===== config.mk =====
export PLATFORM = sky130hd
export DESIGN_NAME = gan_layer_sequencer
export DESIGN_NICKNAME = d
export VERILOG_FILES = /design/src/rtl/gan_layer_sequencer_pkg.sv /design/src/rtl/gan_layer_sequencer_watchdog.sv /design/src/rtl/gan_layer_sequencer.sv
export SDC_FILE = /design/constraint.sdc
export NUM_CORES = 1
export LEC_CHECK = 0
export BUFFER_PORTS_ARGS = -buffer_cell sky130_fd_sc_hd__buf_4
export CAP_MARGIN = 40
export CORE_MARGIN = 4
export CORE_UTILIZATION = 40
export DETAILED_ROUTE_END_ITERATION = 8
export PLACE_DENSITY_LB_ADDON = 0.25
export SYNTH_ARGS = -nofsm -noshare
export SYNTH_HDL_FRONTEND = slang
export SYNTH_SLANG_ARGS = --single-unit

===== constraint.sdc =====
create_clock -name clk -period 3.5 [get_ports clk]
set_input_delay 0.175 -clock clk [delete_from_list [all_inputs] [get_ports clk]]
set_output_delay 0.175 -clock clk [all_outputs]
set_load 0.01 [all_outputs]

===== src/rtl/gan_layer_sequencer_pkg.sv =====
// Shared definitions for the GAN layer sequencer: state encoding,
// default sizing and the layer index type.
package gan_layer_sequencer_pkg;

    localparam int unsigned DEFAULT_NUM_LAYERS     = 3;
    localparam int unsigned DEFAULT_TIMEOUT_CYCLES = 65536;
    localparam int unsigned LAYER_IDX_W            = 3;

    typedef enum logic [2:0] {
        ST_IDLE   = 3'd0,
        ST_START  = 3'd1,
        ST_WAIT   = 3'd2,
        ST_OUTPUT = 3'd3,
        ST_ERROR  = 3'd4
    } seq_state_e;

    typedef logic [LAYER_IDX_W-1:0] layer_idx_t;

endpackage


===== src/rtl/gan_layer_sequencer_watchdog.sv =====
// Per-layer watchdog: counts cycles while enabled and raises a registered
// expired flag once the count sits at TIMEOUT_CYCLES-1.
module seq_watchdog
    import gan_layer_sequencer_pkg::*;
#(
    parameter int unsigned TIMEOUT_CYCLES = DEFAULT_TIMEOUT_CYCLES,
    parameter int unsigned TO_WIDTH       = 17
) (
    input  logic clk,
    input  logic rst,
    input  logic clear,
    input  logic enable,
    output logic expired
);

    localparam logic [TO_WIDTH-1:0] LIMIT = TO_WIDTH'(TIMEOUT_CYCLES - 1);

    logic [TO_WIDTH-1:0] count_q, count_d;
    logic                expired_q, expired_d;

    // The count saturates at LIMIT so a stalled enable cannot wrap it back
    // below the threshold.
    always_comb begin
        count_d = count_q;
        if (clear) begin
            count_d = '0;
        end else if (enable && (count_q != LIMIT)) begin
            count_d = count_q + 1'b1;
        end
        expired_d = !clear && (count_d == LIMIT);
    end

    always_ff @(posedge clk) begin
        if (rst) begin
            count_q   <= '0;
            expired_q <= 1'b0;
        end else begin
            count_q   <= count_d;
            expired_q <= expired_d;
        end
    end

    assign expired = expired_q;

endmodule


===== src/rtl/gan_layer_sequencer.sv =====
// Control-only scheduler that starts each generator layer in turn for one
// latent vector and hands the finished frame downstream.
module gan_layer_sequencer
    import gan_layer_sequencer_pkg::*;
#(
    parameter int unsigned NUM_LAYERS     = DEFAULT_NUM_LAYERS,
    parameter int unsigned TIMEOUT_CYCLES = DEFAULT_TIMEOUT_CYCLES,
    parameter int unsigned TO_WIDTH       = 17
) (
    input  logic                  clk,
    input  logic                  rst,
    input  logic                  in_valid,
    output logic                  in_ready,
    output logic [NUM_LAYERS-1:0] layer_start,
    input  logic [NUM_LAYERS-1:0] layer_done,
    output logic                  out_valid,
    input  logic                  out_ready,
    input  logic                  clear_err,
    output logic                  busy,
    output logic [2:0]            cur_layer,
    output logic                  error,
    output logic [2:0]            err_layer,
    output logic [15:0]           frames_done
);

    localparam layer_idx_t LAST_LAYER = layer_idx_t'(NUM_LAYERS - 1);

    seq_state_e            state_q, state_d;
    layer_idx_t            cur_layer_q, cur_layer_d;
    layer_idx_t            err_layer_q, err_layer_d;
    logic [NUM_LAYERS-1:0] layer_start_q, layer_start_d;
    logic                  in_ready_q, in_ready_d;
    logic                  out_valid_q, out_valid_d;
    logic                  busy_q, busy_d;
    logic                  error_q, error_d;
    logic [15:0]           frames_done_q, frames_done_d;
    logic                  cur_done;
    logic                  expired;

    seq_watchdog #(
        .TIMEOUT_CYCLES(TIMEOUT_CYCLES),
        .TO_WIDTH      (TO_WIDTH)
    ) u_watchdog (
        .clk    (clk),
        .rst    (rst),
        .clear  (state_d == ST_START),
        .enable (state_d == ST_WAIT),
        .expired(expired)
    );

    // Only the done bit of the layer being awaited matters.
    always_comb begin
        cur_done = 1'b0;
        for (int i = 0; i < NUM_LAYERS; i++) begin
            if (cur_layer_q == layer_idx_t'(i)) begin
                cur_done = layer_done[i];
            end
        end
    end

    always_ff @(posedge clk) begin
        if (rst) begin
            state_q       <= ST_IDLE;
            cur_layer_q   <= '0;
            err_layer_q   <= '0;
            layer_start_q <= '0;
            in_ready_q    <= 1'b1;
            out_valid_q   <= 1'b0;
            busy_q        <= 1'b0;
            error_q       <= 1'b0;
            frames_done_q <= '0;
        end else begin
            state_q       <= state_d;
            cur_layer_q   <= cur_layer_d;
            err_layer_q   <= err_layer_d;
            layer_start_q <= layer_start_d;
            in_ready_q    <= in_ready_d;
            out_valid_q   <= out_valid_d;
            busy_q        <= busy_d;
            error_q       <= error_d;
            frames_done_q <= frames_done_d;
        end
    end

    // A done arriving on the watchdog's final cycle still advances.
    always_comb begin
        state_d     = state_q;
        cur_layer_d = cur_layer_q;
        case (state_q)
            ST_IDLE: begin
                if (in_valid) begin
                    state_d     = ST_START;
                    cur_layer_d = '0;
                end
            end
            ST_START: state_d = ST_WAIT;
            ST_WAIT: begin
                if (cur_done) begin
                    if (cur_layer_q == LAST_LAYER) begin
                        state_d = ST_OUTPUT;
                    end else begin
                        state_d     = ST_START;
                        cur_layer_d = cur_layer_q + 1'b1;
                    end
                end else if (expired) begin
                    state_d = ST_ERROR;
                end
            end
            ST_OUTPUT: begin
                if (out_ready) begin
                    state_d = ST_IDLE;
                end
            end
            ST_ERROR: begin
                if (clear_err) begin
                    state_d     = ST_IDLE;
                    cur_layer_d = '0;
                end
            end
            default: begin
                state_d     = ST_IDLE;
                cur_layer_d = '0;
            end
        endcase
    end

    // Outputs are decoded from the next state so the registered copies line
    // up with the state they describe.
    always_comb begin
        in_ready_d  = (state_d == ST_IDLE);
        busy_d      = (state_d != ST_IDLE);
        out_valid_d = (state_d == ST_OUTPUT);
        error_d     = (state_d == ST_ERROR);
        for (int i = 0; i < NUM_LAYERS; i++) begin
            layer_start_d[i] = (state_d == ST_START) && (cur_layer_d == layer_idx_t'(i));
        end
        err_layer_d = err_layer_q;
        if ((state_q == ST_WAIT) && (state_d == ST_ERROR)) begin
            err_layer_d = cur_layer_q;
        end
        frames_done_d = frames_done_q;
        if ((state_q == ST_OUTPUT) && out_ready) begin
            frames_done_d = frames_done_q + 16'd1;
        end
    end

    assign in_ready    = in_ready_q;
    assign layer_start = layer_start_q;
    assign out_valid   = out_valid_q;
    assign busy        = busy_q;
    assign cur_layer   = cur_layer_q;
    assign error       = error_q;
    assign err_layer   = err_layer_q;
    assign frames_done = frames_done_q;

endmodule

# ---- After elaboration in Yosys (flattened, before gate mapping)
# Cells that the tools add are included.
dict set report totals {
  ff_bits 50
  elab_cells 59
  out_inout_bits 29
  mem_bits_ro 0
  latch_bits 0
  memories 0
  mem_bits_rw 0
}
dict set report op_classes {
  n_div 0
  n_bitwise 0
  addsub 3
  reduce_logical 14
  mul 0
  n_eq_ne 14
  muxes 17
  magnitude_cmp 0
  n_shift 0
}
# cell count
set ops {}
lappend ops {{2-to-1 mux 17 bit} 2}
lappend ops {{2-to-1 mux 3 bit} 9}
lappend ops {{equality test 3 x 2 -> 1 bit, second input constant} 6}
lappend ops {{adder 17 x 1 -> 17 bit, second input constant} 1}
lappend ops {{equality test 17 x 16 -> 1 bit, second input constant} 1}
lappend ops {{!= test 17 x 16 -> 1 bit, second input constant} 1}
lappend ops {{adder 16 x 1 -> 16 bit, second input constant} 1}
lappend ops {{case mux 3 bit (5 select lines)} 1}
lappend ops {{equality test 3 x 1 -> 1 bit, second input constant} 4}
lappend ops {{zero test 3 bit} 4}
lappend ops {{case mux 3 bit (4 select lines)} 1}
lappend ops {{logical AND 1 bit} 7}
lappend ops {{equality test 3 bit, second input constant} 2}
lappend ops {{adder 3 x 1 -> 3 bit, second input constant} 1}
lappend ops {{2-to-1 mux 1 bit} 3}
lappend ops {{nonzero test 3 bit} 1}
lappend ops {{2-to-1 mux 2 bit} 1}
lappend ops {{OR reduction 2 bit} 1}
lappend ops {{zero test 1 bit} 1}

# ---- Depth between registers and ports, before layout
dict set report logic_depth {
  depth_word 12
  ltp_mapped 13
  depth_no_buf 11
}

# ---- Cells and area by module
# Synthesis repeated with hierarchy kept, for this count alone.
dict set report hier_totals {
  cells_unflattened 290
  area_unflattened_um2 2573.7
}
# module seq_area_each_um2 area_each_um2 n_inst cells_per_inst
set modules_own_cells {}
lappend modules_own_cells {gan_layer_sequencer 640.6 1552.7 1 165}
lappend modules_own_cells {seq_watchdog 360.3 1021.0 1 125}

# ---- Least setup slack after synthesis
# OpenSTA, ideal clock, no wires.
dict set report synth_timing {
  path_type {flip-flop to flip-flop}
  startpoint {register u_watchdog.count_q[3]}
  endpoint {register u_watchdog.expired_q (netlist: u_watchdog.expired)}
  path_stages_with_launch 13
  slack_ps 1092
  arrival_time_ps 2347
  period_less_slack_ps 2408
  cell_sequence {dfxtp_1 -> clkbuf_2 -> nand4_2 -> nor2_1 -> and2_1 -> nand3_1 -> nor3_1 -> ha_1 -> nor3_2 -> o211ai_4 -> or4_4 -> a21oi_2 -> and4bb_1}
}
dict set report synth_via {
  elab_chain_cells 6
  word_cells_on_any_way 7
  classes_between {add/sub (1); eq/ne (2); mux (2); reduce/logical (2)}
}
# item line_no
set synth_rtl {}
lappend synth_rtl {{start: declaration} gan_layer_sequencer_watchdog.sv:18} ;# logic [TO_WIDTH-1:0] count_q, count_d;
lappend synth_rtl {{start signal: assignment} gan_layer_sequencer_watchdog.sv:38} ;# count_q <= count_d;
lappend synth_rtl {{branches (longest 2 deep; another with adder 17 x 1 -> 17 bit)} -}
lappend synth_rtl {{2-to-1 mux 17 bit *} gan_layer_sequencer_watchdog.sv:27} ;# end else if (enable && (count_q != LIMIT)) begin
lappend synth_rtl {{2-to-1 mux 17 bit *} gan_layer_sequencer_watchdog.sv:25} ;# if (clear) begin
lappend synth_rtl {{equality test 17 x 16 -> 1 bit *} gan_layer_sequencer_watchdog.sv:30} ;# expired_d = !clear && (count_d == LIMIT);
lappend synth_rtl {{logical AND 1 bit *} gan_layer_sequencer_watchdog.sv:30}
lappend synth_rtl {{end signal: assignment} gan_layer_sequencer_watchdog.sv:39} ;# expired_q <= expired_d;
lappend synth_rtl {{end: declaration} gan_layer_sequencer_watchdog.sv:19} ;# logic expired_q, expired_d;
# Mark *: on every way between the ends.
# A chain may end at the register's enable or synchronous reset.

# ---- Worst setup path in the final report
dict set report layout_timing {
  startpoint {register cur_layer_q[1] (netlist: cur_layer[1])}
  endpoint {register u_watchdog.expired_q (netlist: u_watchdog.expired)}
}
dict set report layout_via {
  elab_chain_cells 12
  word_cells_on_any_way 17
  classes_between {eq/ne (5); mux (8); reduce/logical (4)}
}
# item line_no
set layout_rtl {}
lappend layout_rtl {{start: declaration} gan_layer_sequencer.sv:29} ;# layer_idx_t cur_layer_q, cur_layer_d;
lappend layout_rtl {{start signal: assignment} gan_layer_sequencer.sv:74} ;# cur_layer_q <= cur_layer_d;
lappend layout_rtl {{zero test 3 bit} gan_layer_sequencer.sv:55} ;# if (cur_layer_q == layer_idx_t'(i)) begin
lappend layout_rtl {{2-to-1 mux 1 bit (3 in a row)} gan_layer_sequencer.sv:55}
lappend layout_rtl {{2-to-1 mux 3 bit *} gan_layer_sequencer.sv:98} ;# if (cur_done) begin
lappend layout_rtl {{case mux 3 bit (5 select lines) *} gan_layer_sequencer.sv:89} ;# case (state_q)
lappend layout_rtl {{equality test 3 x 2 -> 1 bit} gan_layer_sequencer.sv:47} ;# .enable (state_d == ST_WAIT),
lappend layout_rtl {{logical AND 1 bit} gan_layer_sequencer_watchdog.sv:27}
lappend layout_rtl {{2-to-1 mux 17 bit} gan_layer_sequencer_watchdog.sv:27}
lappend layout_rtl {{2-to-1 mux 17 bit} gan_layer_sequencer_watchdog.sv:25}
lappend layout_rtl {{equality test 17 x 16 -> 1 bit} gan_layer_sequencer_watchdog.sv:30}
lappend layout_rtl {{logical AND 1 bit *} gan_layer_sequencer_watchdog.sv:30}
# Mark *: on every way between the ends. The rest lies on a longest branch, timed or not.

==> qor.txt <==
outcome: finished clean
register area share after synthesis: 40.3%
vias per inst: 5.23
CP Cell Sequence: inv_1 > ha_1 > nand3b_1 > a221oi_2 > a21oi_1 > nor3_1 > or2_1 > a21oi_2 > and4bb_1
Top Ports: 37
Non-Filler Instances: 395
buffers added on ports: 36
placed instance count: 387
vias post-DR: 2066
fill count: 612
slowest stage delay, CP: 0.56 ns
GPL Wtd Cong: 0.799
first-pass GRT wire length: 8630 um
Synth area leaders: dfxtp_1, nor2_1, xor2_1
Setup CP Type: flip-flop to flip-flop
final setup vio count: 0
Mean Syn Cell Area: 8.60 um^2
power per cell area: 346 mW/mm^2
residual DRC count: 0
slew of the pin with the lowest slew margin: 0.625 ns
EDFF count, synth: 0
share of cells above drive strength 1: 16.9%
Die Wd: 86.8 um
detailed-placement wirelength estimate: 3760 um
row count: 28
fmax: 356 MHz
register area: 0.00100 mm^2
First-pass DRT Iterations: 4
CTS Buffer Depth: 2
post_cts resized: 0
Syn. warnings: 0
initial core utilization: 41.5%
Clk Latency, worst-skew pair: 0.30 ns
Overall Global Routing Usage: 14.2%
WP data required: 3.70 ns
RSZ-0062 raised after global routing: false
total CTS buffers: 5
Final Core Density: 47.7%
antenna viol nets, final: 0
setup TNS: 0 ns
worst-path maximum fanout: 17
die area: 0.00754 mm^2
Diodes inserted: 0
Seq cells post-synth: 50
Max-cap violations: 0
CP delay by family, top: simple AND/OR/NAND/NOR gates
Fin. Hold Viols: 0
Overflow after GRT: 0
worst min path class: primary input to flip-flop
clk_skew: 0.00493 ns
Final Cycle Share: 80.3%
fin nets: 334
CTS tree: done
Die H: 86.8 um
Final min period: 2.81 ns
CP Launch Type: flip-flop
clock-pin slew on the worst setup and hold paths: 0.09 ns
total power draw: 0.990 mW
core region area: 0.00599 mm^2
largest net degree at the start of global routing: 25
Async SR Flop Fraction: 0%
initial drt markers: 108
Arr. time, crit path: 3.01 ns
Clk Tree Root Cell: clkbuf_8
vias in the first global route: 1864
DR WL/cell: 13.1 um
CTS Sinks: 50
Cells after Synth: 289
Post-Syn Nets: 304
Synth area leader: dfxtp_1
worst hold margin: 0.216 ns
critical path endpoint category: flip-flop
VDD IR max: 142 uV
Synth-to-Final Area Change: 15.1%
multi-input logic area: 0.00138 mm^2
mapped cell area: 0.00248 mm^2
Final Max Slew Viols: 0
Synth Flop Type: dfxtp_1
Buf/Inv on CP: 1
H-Tree Level Count: 2
Rel. slew slack: 58.4%
Yosys cell types: 58
Post-Route WL: 5160 um
initial antenna violation count: 0
Pleak: 1.09 nW
Slowest cell on crit path: or2_1
Yosys top cell area share: 40.3%
postcts setup bufs: 0
hold_buf cts: 0
cell type report:
class	count	share of cell area, %
multi-input cells	218	48.2
flip-flops and latches	50	35.0
repair buffers	36	9.45
well taps	75	3.28
clock buffers	6	2.54
inverters	8	1.05
clock inverters	2	0.481
synth_stat cells, types with 2 or more instances:
| master | instances |
|---|---|
| a21oi_1 | 12 |
| a31oi_1 | 4 |
| and2_1 | 3 |
| and3_1 | 5 |
| and4_1 | 2 |
| buf_2 | 2 |
| buf_4 | 2 |
| buf_6 | 2 |
| clkbuf_1 | 6 |
| dfxtp_1 | 50 |
| ha_1 | 7 |
| inv_1 | 8 |
| nand2_1 | 22 |
| nand2b_1 | 2 |
| nand3_1 | 15 |
| nand3b_1 | 2 |
| nand4_1 | 4 |
| nor2_1 | 49 |
| nor2b_1 | 2 |
| nor3_1 | 13 |
| nor3b_1 | 2 |
| nor4_1 | 6 |
| o21ai_0 | 4 |
| o22a_1 | 2 |
| o22ai_1 | 2 |
| or3_1 | 2 |
| xnor2_1 | 11 |
| xor2_1 | 18 |
flip-flops by register name, summed over array words and instances (netlist names):
signal / flops
u_watchdog.expired: 1
frames_done: 16
in_ready: 1
cur_layer: 3
err_layer: 3
layer_start: 3
out_valid: 1
error: 1
state_q: 3
busy: 1
u_watchdog.count_q: 17
worst paths after layout:
| check | start | end | slack, ns | cells after the start |
|---|---|---|---|---|
| setup reg to reg | cur_layer[1] | u_watchdog.expired | 0.69 | 9 |
| setup / recovery | cur_layer[1] | u_watchdog.expired | 0.69 | 9 |
| hold reg to reg | err_layer[2] | err_layer[2] | 0.47 | 2 |
| hold / removal | rst | frames_done[3] | 0.22 | 2 |
per-stage QoR:
| stage | setup WS [ns] | area, um^2 |
|---|---|---|
| 6_report | 0.690 | 2860 |
| 3_3_place_gp | 0.696 | 2770 |
| 5_1_grt | 0.386 | 2860 |
| 3_5_place_dp | 0.684 | 2770 |
| 2_1_floorplan | 1.09 | 2480 |
| 4_1_cts | 0.655 | 2860 |
placed cells by master (no fill, tap or decap), types with 2 or more instances in the layout:
cell type | synthesis | final
dfxtp_1 | 50 | 50
nor2_1 | 49 | 49
buf_4 | 2 | 36
nand2_1 | 22 | 22
xor2_1 | 18 | 18
nand3_1 | 15 | 15
nor3_1 | 13 | 13
a21oi_1 | 12 | 12
xnor2_1 | 11 | 11
inv_1 | 8 | 8
ha_1 | 7 | 7
nor4_1 | 6 | 6
and3_1 | 5 | 5
clkbuf_8 | 0 | 5
nand4_1 | 4 | 4
o21ai_0 | 4 | 4
a31oi_1 | 4 | 4
and2_1 | 3 | 3
nand3b_1 | 2 | 2
nor2b_1 | 2 | 2
o22ai_1 | 2 | 2
nand2b_1 | 2 | 2
or3_1 | 2 | 2
o22a_1 | 2 | 2
nor3b_1 | 2 | 2
and4_1 | 2 | 2
power by group:
part | internal [mW] | switching (mW) | leakage [nW] | total [mW]
clock network | 0.141 | 0.186 | 0.0452 | 0.327
registers | 0.576 | 0.00720 | 0.404 | 0.583
logic | 0.0312 | 0.0486 | 0.640 | 0.0798
layer usage:
layer	vias up	wire, um	GRT usage (%)
li1	1063	-	-
met1	961	2400	18.3
met2	37	2450	23.6
met3	5	244	2.95
met4	0	59	4.25
met5	-	0	0
cell families after synthesis:
logic type	synth area share, %
AOI/OAI and AO/OA	11.7
xor gates and xnor gates	10.2
adders and majority gates	3.52
buffers and inverters	4.23
DFF	40.3
muxes	0.403
and+or+nand+nor	29.7
worst register-to-register path: stages, from the launching register on:
cell and delay [ns]:
dfxtp_1 0.41, inv_1 0.10, ha_1 0.21, nand3b_1 0.21
a221oi_2 0.42, a21oi_1 0.18, nor3_1 0.34, or2_1 0.56
a21oi_2 0.07, and4bb_1 0.22
Power figures use the tool's default switching activity.
